[src/rtl/display_drop_driver_pkg.sv]
`default_nettype none
// +--------------------------------------------------------------------------+
// | Package     : display_drop_pkg                                           |
// | Description : Shared types and constants for the baggage-drop display    |
// |               and hatch handshake back end.                              |
// |               - drop_state_t : hatch handshake FSM states                |
// |               - NUM_DIGITS   : digits on the multiplexed display         |
// |               - SEG_F/A/I/L  : fault banner glyphs, bit 0 = segment a    |
// | Revision    : 1.0  initial release                                       |
// +--------------------------------------------------------------------------+
package display_drop_pkg;

   localparam int NUM_DIGITS = 4;

   // Glyphs written MSB (segment g) first, active-high.
   localparam logic [6:0] SEG_F = 7'b1110001;
   localparam logic [6:0] SEG_A = 7'b1110111;
   localparam logic [6:0] SEG_I = 7'b0000110;
   localparam logic [6:0] SEG_L = 7'b0111000;

   typedef enum logic [2:0] {
      ST_IDLE    = 3'd0,
      ST_REQ     = 3'd1,
      ST_RELEASE = 3'd2,
      ST_DONE    = 3'd3,
      ST_FAULT   = 3'd4
   } drop_state_t;

endpackage
`default_nettype wire

[src/rtl/display_drop_driver_if.sv]
`default_nettype none
// +--------------------------------------------------------------------------+
// | Interface   : display_drop_driver_if                                     |
// | Description : Status words and drop decision in, multiplexed display bus |
// |               and hatch handshake out.                                   |
// |               master : the driver (consumes words/flag/ack, drives bus)  |
// |               slave  : the environment (decision logic, display, hatch)  |
// | Revision    : 1.0  initial release                                       |
// +--------------------------------------------------------------------------+
interface display_drop_driver_if;
   import display_drop_pkg::*;

   logic [6:0]            seg_in1;
   logic [6:0]            seg_in2;
   logic [6:0]            seg_in3;
   logic [6:0]            seg_in4;
   logic                  drop_activated;
   logic                  hatch_ack;
   logic [6:0]            seg_out;
   logic [NUM_DIGITS-1:0] dig_sel;
   logic                  hatch_req;
   logic                  drop_done;
   logic                  hatch_fault;

   modport master (
      input  seg_in1, seg_in2, seg_in3, seg_in4, drop_activated, hatch_ack,
      output seg_out, dig_sel, hatch_req, drop_done, hatch_fault
   );

   modport slave (
      output seg_in1, seg_in2, seg_in3, seg_in4, drop_activated, hatch_ack,
      input  seg_out, dig_sel, hatch_req, drop_done, hatch_fault
   );

endinterface
`default_nettype wire

[src/rtl/display_drop_driver_seg_scanner.sv]
`default_nettype none
// +--------------------------------------------------------------------------+
// | Module      : seg_scanner                                                |
// | Description : Time-multiplexes four 7-segment words onto one shared bus. |
// |               A frame is snapshotted at its start so it is always        |
// |               coherent; each slot begins with a blanking interval.       |
// | Ports       : clk, rst_n           clock, async active-low reset         |
// |               seg_in1..seg_in4     words, seg_in1 = leftmost digit       |
// |               fault_sel            snapshot the FAIL banner instead      |
// |               seg_out              registered shared segment bus         |
// |               dig_sel              registered one-hot digit enable       |
// | Revision    : 1.0  initial release                                       |
// +--------------------------------------------------------------------------+
module seg_scanner
   import display_drop_pkg::*;
#(
   parameter int SCAN_DIV  = 1000,
   parameter int BLANK_CYC = 16
) (
   input  wire logic                  clk,
   input  wire logic                  rst_n,
   input  wire logic [6:0]            seg_in1,
   input  wire logic [6:0]            seg_in2,
   input  wire logic [6:0]            seg_in3,
   input  wire logic [6:0]            seg_in4,
   input  wire logic                  fault_sel,
   output logic      [6:0]            seg_out,
   output logic      [NUM_DIGITS-1:0] dig_sel
);

   localparam int CW = $clog2(SCAN_DIV);
   localparam int IW = $clog2(NUM_DIGITS);
   localparam logic [CW-1:0] c_cnt_last = CW'(SCAN_DIV - 1);
   localparam logic [CW-1:0] c_blank    = CW'(BLANK_CYC);
   localparam logic [IW-1:0] c_idx_last = IW'(NUM_DIGITS - 1);

   logic [CW-1:0] r_cnt;
   logic [IW-1:0] r_idx;
   logic          r_primed;
   logic [6:0]    r_sh [NUM_DIGITS];

   logic          w_wrap;
   logic          w_load;
   logic [CW-1:0] w_cnt_next;
   logic [IW-1:0] w_idx_next;
   logic [6:0]    w_frame   [NUM_DIGITS];
   logic [6:0]    w_sh_next [NUM_DIGITS];

   always_comb begin
      w_wrap     = (r_cnt == c_cnt_last);
      w_cnt_next = w_wrap ? '0 : r_cnt + 1'b1;
      w_idx_next = w_wrap ? r_idx + 1'b1 : r_idx;
      // Snapshot on the first edge out of reset and at every frame start.
      w_load     = !r_primed || (w_wrap && (r_idx == c_idx_last));
      w_frame[0] = fault_sel ? SEG_F : seg_in1;
      w_frame[1] = fault_sel ? SEG_A : seg_in2;
      w_frame[2] = fault_sel ? SEG_I : seg_in3;
      w_frame[3] = fault_sel ? SEG_L : seg_in4;
      for (int i = 0; i < NUM_DIGITS; i++) begin
         w_sh_next[i] = w_load ? w_frame[i] : r_sh[i];
      end
   end

   // Outputs are registered from the next-state counters so that the bus
   // lines up with cnt/idx rather than lagging them by a cycle.
   always_ff @(posedge clk or negedge rst_n) begin
      if (!rst_n) begin
         r_cnt    <= '0;
         r_idx    <= '0;
         r_primed <= 1'b0;
         for (int i = 0; i < NUM_DIGITS; i++) begin
            r_sh[i] <= '0;
         end
         seg_out  <= '0;
         dig_sel  <= '0;
      end else begin
         r_cnt    <= w_cnt_next;
         r_idx    <= w_idx_next;
         r_primed <= 1'b1;
         for (int i = 0; i < NUM_DIGITS; i++) begin
            r_sh[i] <= w_sh_next[i];
         end
         if (w_cnt_next < c_blank) begin
            seg_out <= '0;
            dig_sel <= '0;
         end else begin
            seg_out <= w_sh_next[w_idx_next];
            dig_sel <= NUM_DIGITS'(1) << w_idx_next;
         end
      end
   end

endmodule
`default_nettype wire

[src/rtl/display_drop_driver.sv]
`default_nettype none
// +--------------------------------------------------------------------------+
// | Module      : display_drop_driver                                        |
// | Description : Baggage-drop status back end. Drives the multiplexed       |
// |               4-digit display and turns each new drop decision into a    |
// |               request/acknowledge handshake with the hatch actuator,     |
// |               latching a sticky fault if either phase times out.         |
// | Ports       : clk, rst_n   clock, async active-low reset                 |
// |               bus (master) seg_in1..4, drop_activated, hatch_ack in;     |
// |                            seg_out, dig_sel, hatch_req, drop_done,       |
// |                            hatch_fault out (all registered)              |
// | Revision    : 1.0  initial release                                       |
// +--------------------------------------------------------------------------+
module display_drop_driver
   import display_drop_pkg::*;
#(
   parameter int SCAN_DIV    = 1000,
   parameter int BLANK_CYC   = 16,
   parameter int ACK_TIMEOUT = 50000
) (
   input wire logic              clk,
   input wire logic              rst_n,
   display_drop_driver_if.master bus
);

   localparam int TW = (ACK_TIMEOUT > 1) ? $clog2(ACK_TIMEOUT) : 1;
   // Timer counts 0..ACK_TIMEOUT-1 inside a phase; the last value marks the
   // ACK_TIMEOUT-th cycle, so it never needs to hold ACK_TIMEOUT itself.
   localparam logic [TW-1:0] c_timer_last = TW'(ACK_TIMEOUT - 1);

   drop_state_t   r_state;
   logic [TW-1:0] r_timer;
   logic          r_drop_prev;
   logic          r_req;
   logic          r_done;
   logic          r_fault;
   logic          w_rise;

   assign w_rise = bus.drop_activated & ~r_drop_prev;

   seg_scanner #(
      .SCAN_DIV  (SCAN_DIV),
      .BLANK_CYC (BLANK_CYC)
   ) u_seg_scanner (
      .clk       (clk),
      .rst_n     (rst_n),
      .seg_in1   (bus.seg_in1),
      .seg_in2   (bus.seg_in2),
      .seg_in3   (bus.seg_in3),
      .seg_in4   (bus.seg_in4),
      .fault_sel (r_fault),
      .seg_out   (bus.seg_out),
      .dig_sel   (bus.dig_sel)
   );

   // drop_prev resets high so a level held through reset is not a rise.
   always_ff @(posedge clk or negedge rst_n) begin
      if (!rst_n) begin
         r_state     <= ST_IDLE;
         r_timer     <= '0;
         r_drop_prev <= 1'b1;
         r_req       <= 1'b0;
         r_done      <= 1'b0;
         r_fault     <= 1'b0;
      end else begin
         r_drop_prev <= bus.drop_activated;
         r_done      <= 1'b0;
         case (r_state)
            ST_IDLE: begin
               if (w_rise) begin
                  r_state <= ST_REQ;
                  r_timer <= '0;
                  r_req   <= 1'b1;
               end
            end
            ST_REQ: begin
               // Ack is tested first so it wins a same-edge timeout.
               if (bus.hatch_ack) begin
                  r_state <= ST_RELEASE;
                  r_timer <= '0;
                  r_req   <= 1'b0;
               end else if (r_timer == c_timer_last) begin
                  r_state <= ST_FAULT;
                  r_req   <= 1'b0;
                  r_fault <= 1'b1;
               end else begin
                  r_timer <= r_timer + 1'b1;
               end
            end
            ST_RELEASE: begin
               if (!bus.hatch_ack) begin
                  r_state <= ST_DONE;
                  r_done  <= 1'b1;
               end else if (r_timer == c_timer_last) begin
                  r_state <= ST_FAULT;
                  r_fault <= 1'b1;
               end else begin
                  r_timer <= r_timer + 1'b1;
               end
            end
            ST_DONE: begin
               r_state <= ST_IDLE;
            end
            ST_FAULT: begin
               r_req   <= 1'b0;
               r_fault <= 1'b1;
            end
            default: begin
               r_state <= ST_IDLE;
               r_req   <= 1'b0;
            end
         endcase
      end
   end

   assign bus.hatch_req   = r_req;
   assign bus.drop_done   = r_done;
   assign bus.hatch_fault = r_fault;

endmodule
`default_nettype wire

[src/flat_wrapper.sv]
// flat-port wrapper written by rule: the top's interface ports become plain ports
module display_drop_driver_flat import display_drop_pkg::*;
#(
   parameter int SCAN_DIV    = 1000,
   parameter int BLANK_CYC   = 16,
   parameter int ACK_TIMEOUT = 50000
)
  (clk, rst_n, bus_seg_in1, bus_seg_in2, bus_seg_in3, bus_seg_in4, bus_drop_activated, bus_hatch_ack, bus_seg_out, bus_dig_sel, bus_hatch_req, bus_drop_done, bus_hatch_fault);
  display_drop_driver_if bus_i ();
  input wire logic clk;
  input wire logic rst_n;
  input wire logic [$bits(bus_i.seg_in1)-1:0] bus_seg_in1;
  input wire logic [$bits(bus_i.seg_in2)-1:0] bus_seg_in2;
  input wire logic [$bits(bus_i.seg_in3)-1:0] bus_seg_in3;
  input wire logic [$bits(bus_i.seg_in4)-1:0] bus_seg_in4;
  input wire logic [$bits(bus_i.drop_activated)-1:0] bus_drop_activated;
  input wire logic [$bits(bus_i.hatch_ack)-1:0] bus_hatch_ack;
  output wire logic [$bits(bus_i.seg_out)-1:0] bus_seg_out;
  output wire logic [$bits(bus_i.dig_sel)-1:0] bus_dig_sel;
  output wire logic [$bits(bus_i.hatch_req)-1:0] bus_hatch_req;
  output wire logic [$bits(bus_i.drop_done)-1:0] bus_drop_done;
  output wire logic [$bits(bus_i.hatch_fault)-1:0] bus_hatch_fault;
  assign bus_i.seg_in1 = bus_seg_in1;
  assign bus_i.seg_in2 = bus_seg_in2;
  assign bus_i.seg_in3 = bus_seg_in3;
  assign bus_i.seg_in4 = bus_seg_in4;
  assign bus_i.drop_activated = bus_drop_activated;
  assign bus_i.hatch_ack = bus_hatch_ack;
  assign bus_seg_out = bus_i.seg_out;
  assign bus_dig_sel = bus_i.dig_sel;
  assign bus_hatch_req = bus_i.hatch_req;
  assign bus_drop_done = bus_i.drop_done;
  assign bus_hatch_fault = bus_i.hatch_fault;
  display_drop_driver #(.SCAN_DIV(SCAN_DIV), .BLANK_CYC(BLANK_CYC), .ACK_TIMEOUT(ACK_TIMEOUT)) u_core (.clk(clk), .rst_n(rst_n), .bus(bus_i));
endmodule
[config.mk]
export PLATFORM = sky130hd
export DESIGN_NAME = display_drop_driver_flat
export DESIGN_NICKNAME = d
export VERILOG_FILES = /design/src/rtl/display_drop_driver_pkg.sv /design/src/rtl/display_drop_driver_if.sv /design/src/rtl/display_drop_driver_seg_scanner.sv /design/src/rtl/display_drop_driver.sv /design/src/flat_wrapper.sv
export SDC_FILE = /design/constraint.sdc
export NUM_CORES = 1
export LEC_CHECK = 0
export BUFFER_PORTS_ARGS = -buffer_cell sky130_fd_sc_hd__buf_2
export CAP_MARGIN = 20
export CORE_MARGIN = 2
export CORE_UTILIZATION = 50
export CTS_BUF_LIST = sky130_fd_sc_hd__clkbuf_8
export DETAILED_ROUTE_END_ITERATION = 8
export HOLD_SLACK_MARGIN = 0.12
export PLACE_DENSITY = 0.78
export SLEW_MARGIN = 10
export SYNTH_ARGS = -nofsm -noshare
export SYNTH_HDL_FRONTEND = slang
export SYNTH_SLANG_ARGS = --single-unit
[constraint.sdc]
create_clock -name clk -period 6.5 [get_ports clk]
set_input_delay 0.65 -clock clk [delete_from_list [all_inputs] [get_ports clk]]
set_output_delay 0.65 -clock clk [all_outputs]
set_load 0.02 [all_outputs]
==> flow_summary.yaml, run 1 <==
run_status:
  run_status: "complete, no violations"
floorplan:
  io_pins: 46
  num_rows: 31
  fp.dieH_microns: 91.3
  coreArea_sq_um: 7330
  die_w_microns: 91.3
  dieArea_sq_um: 8330
  initial_core_util_pct: 51.9
power_and_ir_drop:
  max-vdd-ir-drop_mv: 0.170
  power-per-cell-area_nw_per_um2: 254
  p_leak_nw: 2.05
yosys:
  ys_seq_elements: 75
  synth_top_flop_cell: "dfrtp_1"
  synth-edff-count: 0
  syn_inst: 377
  synthDistinctLibCells: 61
  ys.warnings.count: 0
  syn_area_per_cell_sq_um: 10.1
  async_reset_ff_share_pct: 100
  syn-cell-area_sq_um: 3810
  syn_nets: 412
  yosysSeqAreaShare_pct: 49.3
critical_path:
  endpoint_kind: "register"
  cp.arrival_ps: 2910
  critPathLaunchType: "register"
  path_class: "reg -> reg"
  reg2reg_depth: 8
  crit_required_ps: 6750
  critPathMaxFanout: 27
  regToRegSetupSlack_ps: 3830
route:
  drt_wl_total_mm: 7.84
  ant_nets: 0
  wl_per_cell_microns: 14.9
  viasPerCell: 5.47
  vias: 2873
  firstDrtPassIters: 4
  first_iter_violations: 227
  drc: 0
hold_path:
  hold_class: "in -> reg"
  hold_depth: 1
clocking:
  cts_setup_buffers: 0
  cts_buffer_depth: 2
  cts_buffers: 9
  clk_transition_reported_paths_ps: 90
  cts_tree: "built"
  cts_hold_buf: 0
  h-tree-depth: 3
  clkSinkCount: 75
  post_cts_resized: 0
  clk_latency_ps: 360
  cts_root_buffer: "clkbuf_8"
timing:
  final-setup-viol-count: 0
  max_freq_ghz: 0.375
  finalSetupTns_ps: 0
  post-route-period-util_pct: 41.0
  skew_ps: 17.7
  worst_pin_slew_ps: 954
  layout_min_cycle_time_ps: 2670
  slew_headroom_pct: 35.9
  hold_viol_final: 0
  rsz0062_at_grt: "no"
  slew_violations: 0
global_route:
  grt_pass1_wl_mm: 13.3
  gr-usage-met3_pct: 3.40
  gr-total-overflow: 0
  use_met2_pct: 30.4
  grt_pass1_vias: 2828
  grt_max_degree: 76
  grt.busiest_layer: "met2"
  track_usage_pct: 20.1
  antenna_found_initial: 0
  grt_use_met1_pct: 27.0
place:
  hpwl_mm: 5.31
  place_area_sq_um: 4090
  port_buffers: 45
  gp_congestion: 0.888
  dp_cells: 507
layout:
  final-seq-area_sq_um: 1880
  nFillCells: 611
  drive_above_1_share_pct: 20.4
  multi_input_area_sq_um: 1750
  antenna_cells: 0
  syn2layout_area_growth_pct: 14.2
  layoutNonFillerInstCount: 525
  final_area_sq_um: 4350
  finalNetCount: 456
run:
  maxCapViolCount: 0
power by group:
group          switching (mW)  leakage, nW  internal, mW  total, mW
registers              0.0291        0.929         0.507      0.536
logic                   0.105         1.01        0.0719      0.177
clock network           0.177        0.111         0.216      0.393
total                   0.311         2.05         0.795       1.11
stage by stage:
stage,hold slack (ps),setup slack [ps],util [%],power (mW)
global placement,460,3880,55.8,0.714
detailed placement,471,3790,55.8,0.722
CTS,381,3790,58.8,1.11
floorplan,354,4220,-,0.665
global route,383,3630,59.3,1.16
finish,390,3830,59.3,1.11
layer usage:
metal	share of wire [%]	vias up
li1	-	1408
met1	46	1362
met2	46	78
met3	4.5	25
met4	3.0	0
met5	0	-
logic make-up (layout without fill, tap and decap cells):
kind of cell	count (synthesis)	count (layout)	synth area share (%)
AOI/OAI and AO/OA	63	63	12.8
xor gates and xnor gates	21	21	4.83
adders and majority gates	3	3	0.986
buffers and inverters	41	90	4.96
DFF	75	75	49.3
muxes	22	22	5.78
other	1	1	0.0985
and+or+nand+nor	151	151	21.3
worst paths after layout:
kind,from,endpoint
hold reg to reg,u_core.u_seg_scanner.r_sh[12],u_core.u_seg_scanner.r_sh[12]
min in group asynchronous,rst_n,u_core.u_seg_scanner.r_cnt[7]
setup reg to reg,u_core.u_seg_scanner.r_cnt[0],u_core.u_seg_scanner.seg_out[5]
setup / recovery,u_core.u_seg_scanner.r_cnt[0],u_core.u_seg_scanner.seg_out[5]
max in group asynchronous,rst_n,u_core.r_timer[14]
hold / removal,bus_drop_activated,u_core.r_drop_prev
critical path, cell delays in order, from the launching register on:
cell and delay, ps:
dfrtp_1 390, ha_1 300, nand4b_4 170, o41ai_4 300, buf_4 400, mux2i_1 360
o32ai_1 150, a2111oi_1 410, nor2_1 70
cell type report:
cell class | count | area share, %
flip-flops and latches | 75 | 43.2
repair buffers | 50 | 6.56
clock inverters | 7 | 2.16
well taps | 99 | 2.85
inverters | 24 | 2.07
clock buffers | 9 | 2.85
multi-input cells | 261 | 40.3
sequential cells by signal, summed over array words and instances, names as in the netlist:
signal / flops
u_core.bus.drop_done: 1
u_core.r_drop_prev: 1
u_core.u_seg_scanner.dig_sel: 4
u_core.bus.hatch_fault: 1
u_core.u_seg_scanner.seg_out: 7
u_core.r_timer: 16
u_core.u_seg_scanner.r_primed: 1
u_core.u_seg_scanner.r_sh: 28
u_core.u_seg_scanner.r_cnt: 10
u_core.bus.hatch_req: 1
u_core.r_state: 3
u_core.u_seg_scanner.r_idx: 2
synthesized netlist by cell type, types with 3 or more instances:
cell / n / area, sq um
dfrtp_1: 74 / 1850
nor2_1: 58 / 218
inv_1: 23 / 86.3
mux2i_1: 22 / 220
nand2_1: 16 / 60.1
xor2_1: 15 / 131
nor2b_1: 14 / 87.6
a21oi_1: 12 / 60.1
nand3_1: 11 / 55.1
nor3_1: 9 / 45.0
and3_1: 6 / 37.5
clkbuf_1: 6 / 22.5
nand4_1: 6 / 37.5
o21ai_0: 6 / 30.0
o32ai_1: 6 / 52.6
or2_2: 6 / 37.5
xnor2_1: 6 / 52.6
nand2b_1: 5 / 31.3
o21ai_1: 5 / 25.0
a2111oi_1: 4 / 40.0
a31oi_1: 4 / 25.0
buf_2: 4 / 20.0
a311oi_1: 3 / 26.3
a41oi_1: 3 / 26.3
buf_6: 3 / 33.8
ha_1: 3 / 37.5
nor3_2: 3 / 30.0
nor4bb_1: 3 / 30.0
cells in the final DEF, fill, tap and decap left out, drive strengths merged, types with 13 or more instances in the layout:
cell and n:
mux2i 22, nor2 59, buf 49, inv 26, nand2 16, xor2 15
nor3 13, nor2b 14, dfrtp 74
Power figures use the tool's default switching activity.
==> inputs of run 2 (changes only) <==
- clock period: 6.5 -> 2.6 ns (I/O delays scaled with it)
==> run 2 against run 1 <==
Worst setup slack got worse by 3600 ps. Critical endpoint is now u_core.u_seg_scanner.seg_out[6]. Sequential cell count did not move. Via count rose by 5.3%.
==> flow_summary.yaml, run 2 (synthesized netlist as in run 1, its figures left out) <==
run_status:
  run_status: "complete, no violations"
floorplan:
  num_rows: 31
  coreArea_sq_um: 7330
  fp.dieH_microns: 91.3
  die_w_microns: 91.3
  initial_core_util_pct: 51.9
  io_pins: 46
  dieArea_sq_um: 8330
power_and_ir_drop:
  power-per-cell-area_nw_per_um2: 604
  intPower_mw: 1.90
  design_power_total_mw: 2.68
  switching_power_uw: 779
  combPwrFrac_pct: 17.0
  power_switching_share_pct: 29.1
  max-vdd-ir-drop_mv: 0.445
  p_leak_nw: 2.09
  power.clock.fraction_pct: 32.9
  p_seq_share_pct: 50.1
layout:
  finalNetCount: 466
  largest_reg_flops: 28
  largest_registers: "u_core.u_seg_scanner.r_sh x28, u_core.r_timer x16, u_core.u_seg_scanner.r_cnt x10"
  drive_above_1_share_pct: 22.9
  syn2layout_area_growth_pct: 16.3
  final_area_sq_um: 4430
  final_cell_mix: "dfrtp_1, nor2_1, buf_2"
  layoutNonFillerInstCount: 535
  top_register: "u_core.u_seg_scanner.r_sh"
  layout_commonest_cell: "dfrtp_1"
  final_util_pct: 60.4
  antenna_cells: 0
global_route:
  antenna_found_initial: 0
  grt_pass1_wl_mm: 13.6
  track_usage_pct: 20.5
  gr-total-overflow: 0
  grt_max_degree: 76
  grt_pass1_vias: 2878
route:
  ant_nets: 0
  wl_per_cell_microns: 15.4
  drt_wl_total_mm: 8.24
  vias: 3026
  first_iter_violations: 172
  firstDrtPassIters: 5
  drc: 0
  viasPerCell: 5.66
clocking:
  clkSinkCount: 75
  cts_tree: "built"
  cts_buffer_depth: 2
  cts_buffers: 9
  cts_root_buffer: "clkbuf_8"
  clk_transition_reported_paths_ps: 90
  clk_latency_ps: 370
  h-tree-depth: 3
hold_path:
  hold_class: "in -> reg"
timing:
  hold_ws_ps: 157
  max_freq_ghz: 0.422
  worst_slack_ps: 231
  layout_min_cycle_time_ps: 2370
  post-route-period-util_pct: 91.1
  slew_headroom_pct: 39.9
  hold_viol_final: 0
  final-setup-viol-count: 0
  slew_violations: 0
  skew_ps: 20.1
  finalSetupTns_ps: 0
  worst_pin_slew_ps: 901
critical_path:
  regToRegSetupSlack_ps: 230
  cp-endpoint: "u_core.u_seg_scanner.seg_out[6]"
  cp.arrival_ps: 2620
  path_class: "reg -> reg"
  critPathLaunchType: "register"
  endpoint_kind: "register"
  critPathMaxFanout: 14
  r2r-end: "u_core.u_seg_scanner.seg_out[6]"
  crit_path_start: "u_core.u_seg_scanner.r_idx[1]"
  crit_required_ps: 2850
  reg2reg_depth: 8
  r2r_start: "u_core.u_seg_scanner.r_idx[1]"
place:
  pre_cts_slack_ps: 153
  hpwl_mm: 5.62
  dp_cells: 515
  port_buffers: 45
  gp_congestion: 0.823
  place_area_sq_um: 4170
run:
  maxCapViolCount: 0
[run 2: changes by cell type in the layout (fill, tap and decap cells not counted), moves of 2 or more]
cell,delta
a2111oi_1,-2
a2111oi_2,+2
dlygate4sd3_1,+2
buf_4,+8
[run 2: worst max-delay path, cell delays in order, from the launching register on]
cell and delay (ps):
dfrtp_1 430, ha_1 220, inv_1 100, o41ai_4 410, buf_12 220, mux2i_1 250, o22ai_1 150, a2111oi_1 410
nor2_1 80
[run 2: what timing repair did]
action,in CTS,in global routing
buffers inserted,0,1
setup endpoints to repair,0,4
resized for setup,0,5
hold endpoints to repair,75,0
hold buffers,2,0
[run 2: worst min path at each step]
stage	from	endpoint	slack [ps]	cells after the start
final	bus_seg_in4[4]	u_core.u_seg_scanner.r_sh[4]	160	3
after floorplan	rst_n	u_core.bus.drop_done	-40	0
after detailed placement	bus_drop_activated	u_core.r_drop_prev	380	1
after global placement	bus_drop_activated	u_core.r_drop_prev	380	1
after global routing	bus_seg_in4[4]	u_core.u_seg_scanner.r_sh[4]	180	3
after CTS	bus_seg_in4[4]	u_core.u_seg_scanner.r_sh[4]	150	3
[run 2: final cells by class]
type	count	area, sq um
fill	615	2900
clock inverter	7	68.8
timing repair buffer	60	375
multi-input combinational	261	1770
sequential	75	1880
clock buffer	9	124
inverter	24	90.1
tap	99	124
[run 2: power by group through the flow]
stage	clock network [mW]	logic, mW	registers [mW]
after global placement	0	0.432	1.36
after CTS	0.895	0.450	1.34
after global routing	0.936	0.513	1.36
after floorplan	0	0.288	1.37
final	0.880	0.456	1.34
after detailed placement	0	0.445	1.36
[run 2: routing by layer]
layer,vias to the layer above,wire [microns],track usage (%)
li1,1430,-,-
met1,1475,3580,27.8
met2,104,4000,32.7
met3,17,454,3.49
met4,0,196,9.09
met5,-,0,0
==> inputs of run 3 (changes only) <==
- CTS_CLUSTER_SIZE: not set -> 30
- REMOVE_ABC_BUFFERS: not set -> 1
- clock period: 2.6 -> 2.8 ns (I/O delays scaled with it)
==> run 3 against run 2 <==
Core utilization is 0.26 points lower. Critical path type unchanged. Largest power group unchanged. Routed wire length up 0.18%. Clock skew shrank 14 ps. Global-route usage up 0.92 points. Sequential cell count unchanged.
==> flow_summary.yaml, run 3 (synthesized netlist as in run 1, its figures left out) <==
critical_path:
  slowest_stage: "a31oi_1"
  cp_num_buf_inv: 0
  critPathMaxFanout: 7
  crit_required_ps: 3020
  cp.depth: 7
  worstPathCellList: "ha_1 > and4b_1 > a311oi_1 > a31oi_1 > o32ai_1 > a2111oi_1 > nor2_1"
  critPathLaunchType: "register"
  worst_path_dominant_cell_family: "compound AO/OA/AOI/OAI gates"
  regToRegSetupSlack_ps: 150
  cp.arrival_ps: 2860
  reg2reg_depth: 7
  endpoint_kind: "register"
  crit_path_start: "u_core.u_seg_scanner.r_cnt[0]"
  critPathMaxStageDelay_ps: 630
  r2r_start: "u_core.u_seg_scanner.r_cnt[0]"
  r2r-end: "u_core.u_seg_scanner.seg_out[4]"
  path_class: "reg -> reg"
  cp-endpoint: "u_core.u_seg_scanner.seg_out[4]"
power_and_ir_drop:
  max-vdd-ir-drop_mv: 0.466
  combPwrFrac_pct: 16.3
  switching_power_uw: 722
  power-per-cell-area_nw_per_um2: 585
  power.clock.fraction_pct: 35.4
  design_power_total_mw: 2.58
  power_switching_share_pct: 28.0
  p_leak_nw: 2.09
  intPower_mw: 1.86
  p_seq_share_pct: 48.3
layout:
  final_cell_mix: "dfrtp_1, nor2_1, buf_2"
  final_util_pct: 60.2
  largest_reg_flops: 28
  antenna_cells: 0
  final_area_sq_um: 4410
  layout_commonest_cell: "dfrtp_1"
  top_register: "u_core.u_seg_scanner.r_sh"
  drive_above_1_share_pct: 21.7
  syn2layout_area_growth_pct: 15.8
  finalNetCount: 464
  layoutNonFillerInstCount: 533
  largest_registers: "u_core.u_seg_scanner.r_sh x28, u_core.r_timer x16, u_core.u_seg_scanner.r_cnt x10"
global_route:
  grt_pass1_vias: 2963
  track_usage_pct: 21.5
  grt_pass1_wl_mm: 14.2
  grt_max_degree: 59
  antenna_found_initial: 0
  gr-total-overflow: 0
route:
  ant_nets: 0
  drt_wl_total_mm: 8.25
  firstDrtPassIters: 4
  vias: 2947
  drc: 0
  wl_per_cell_microns: 15.5
  viasPerCell: 5.53
  first_iter_violations: 119
clocking:
  cts_tree: "built"
  clkSinkCount: 75
  clk_latency_ps: 340
  cts_buffers: 9
  cts_buffer_depth: 2
  clk_transition_reported_paths_ps: 80
  cts_root_buffer: "clkbuf_8"
  h-tree-depth: 3
  cts_setup_buffers: 0
floorplan:
  dieArea_sq_um: 8330
  die_w_microns: 91.3
  initial_core_util_pct: 51.9
  coreArea_sq_um: 7330
  io_pins: 46
  num_rows: 31
  fp.dieH_microns: 91.3
timing:
  slew_headroom_pct: 45.0
  worst_pin_slew_ps: 821
  layout_min_cycle_time_ps: 2650
  skew_ps: 5.75
  final-setup-viol-count: 0
  hold_ws_ps: 188
  rsz0062_at_grt: "no"
  post-route-period-util_pct: 94.5
  finalSetupTns_ps: 0
  max_freq_ghz: 0.378
  hold_viol_final: 0
  worst_slack_ps: 154
  slew_violations: 0
hold_path:
  hold_class: "in -> reg"
place:
  gp_congestion: 0.876
  hpwl_mm: 5.78
  port_buffers: 45
  pre_cts_slack_ps: 196
  dp_cells: 515
  place_area_sq_um: 4160
run_status:
  run_status: "complete, no violations"
run:
  maxCapViolCount: 0
==> run 3: worst min path at each step <==
stage | startpoint | cells past startpoint | end
global placement | rst_n | 1 | u_core.u_seg_scanner.r_cnt[6]
floorplan | rst_n | 0 | u_core.bus.drop_done
CTS | bus_seg_in4[4] | 3 | u_core.u_seg_scanner.r_sh[4]
finish | bus_seg_in4[4] | 3 | u_core.u_seg_scanner.r_sh[4]
detailed placement | rst_n | 1 | u_core.u_seg_scanner.r_cnt[5]
global route | bus_seg_in4[5] | 3 | u_core.u_seg_scanner.r_sh[5]
==> run 3: cell type report <==
class,count,area [sq um]
clock buffers,9,124
clock inverters,7,98.8
fillers,608,2920
inverters,24,90.1
multi-input cells,261,1750
flip-flops and latches,75,1880
well taps,99,124
repair buffers,58,344
==> run 3: what timing repair did <==
| item | in CTS | in global routing |
|---|---|---|
| resized for setup | 0 | 1 |
| endpoints found under the hold margin | 18 | 0 |
| hold buffers | 2 | 0 |
| setup endpoints to repair | 0 | 2 |
==> run 3: worst min-delay path: stages <==
cell	delay (ps)
buf_2	80
nor3_1	50
nor2_1	80
==> run 3: power by group through the flow <==
| stage | Combinational [mW] | Clock (mW) | Sequential [mW] |
|---|---|---|---|
| 2_1_floorplan | 0.261 | 0 | 1.28 |
| 4_1_cts | 0.424 | 0.939 | 1.25 |
| 6_report | 0.421 | 0.913 | 1.25 |
| 3_3_place_gp | 0.404 | 0 | 1.26 |
| 5_1_grt | 0.475 | 0.986 | 1.26 |
| 3_5_place_dp | 0.420 | 0 | 1.27 |
==> run 3: metal layers <==
layer | share of wire (%) | track usage [%] | wire, microns
met3 | 5.2 | 4.65 | 430
met2 | 50 | 36.0 | 4110
met5 | 0 | 0 | 0
met1 | 44 | 27.1 | 3620
met4 | 1.1 | 8.46 | 88
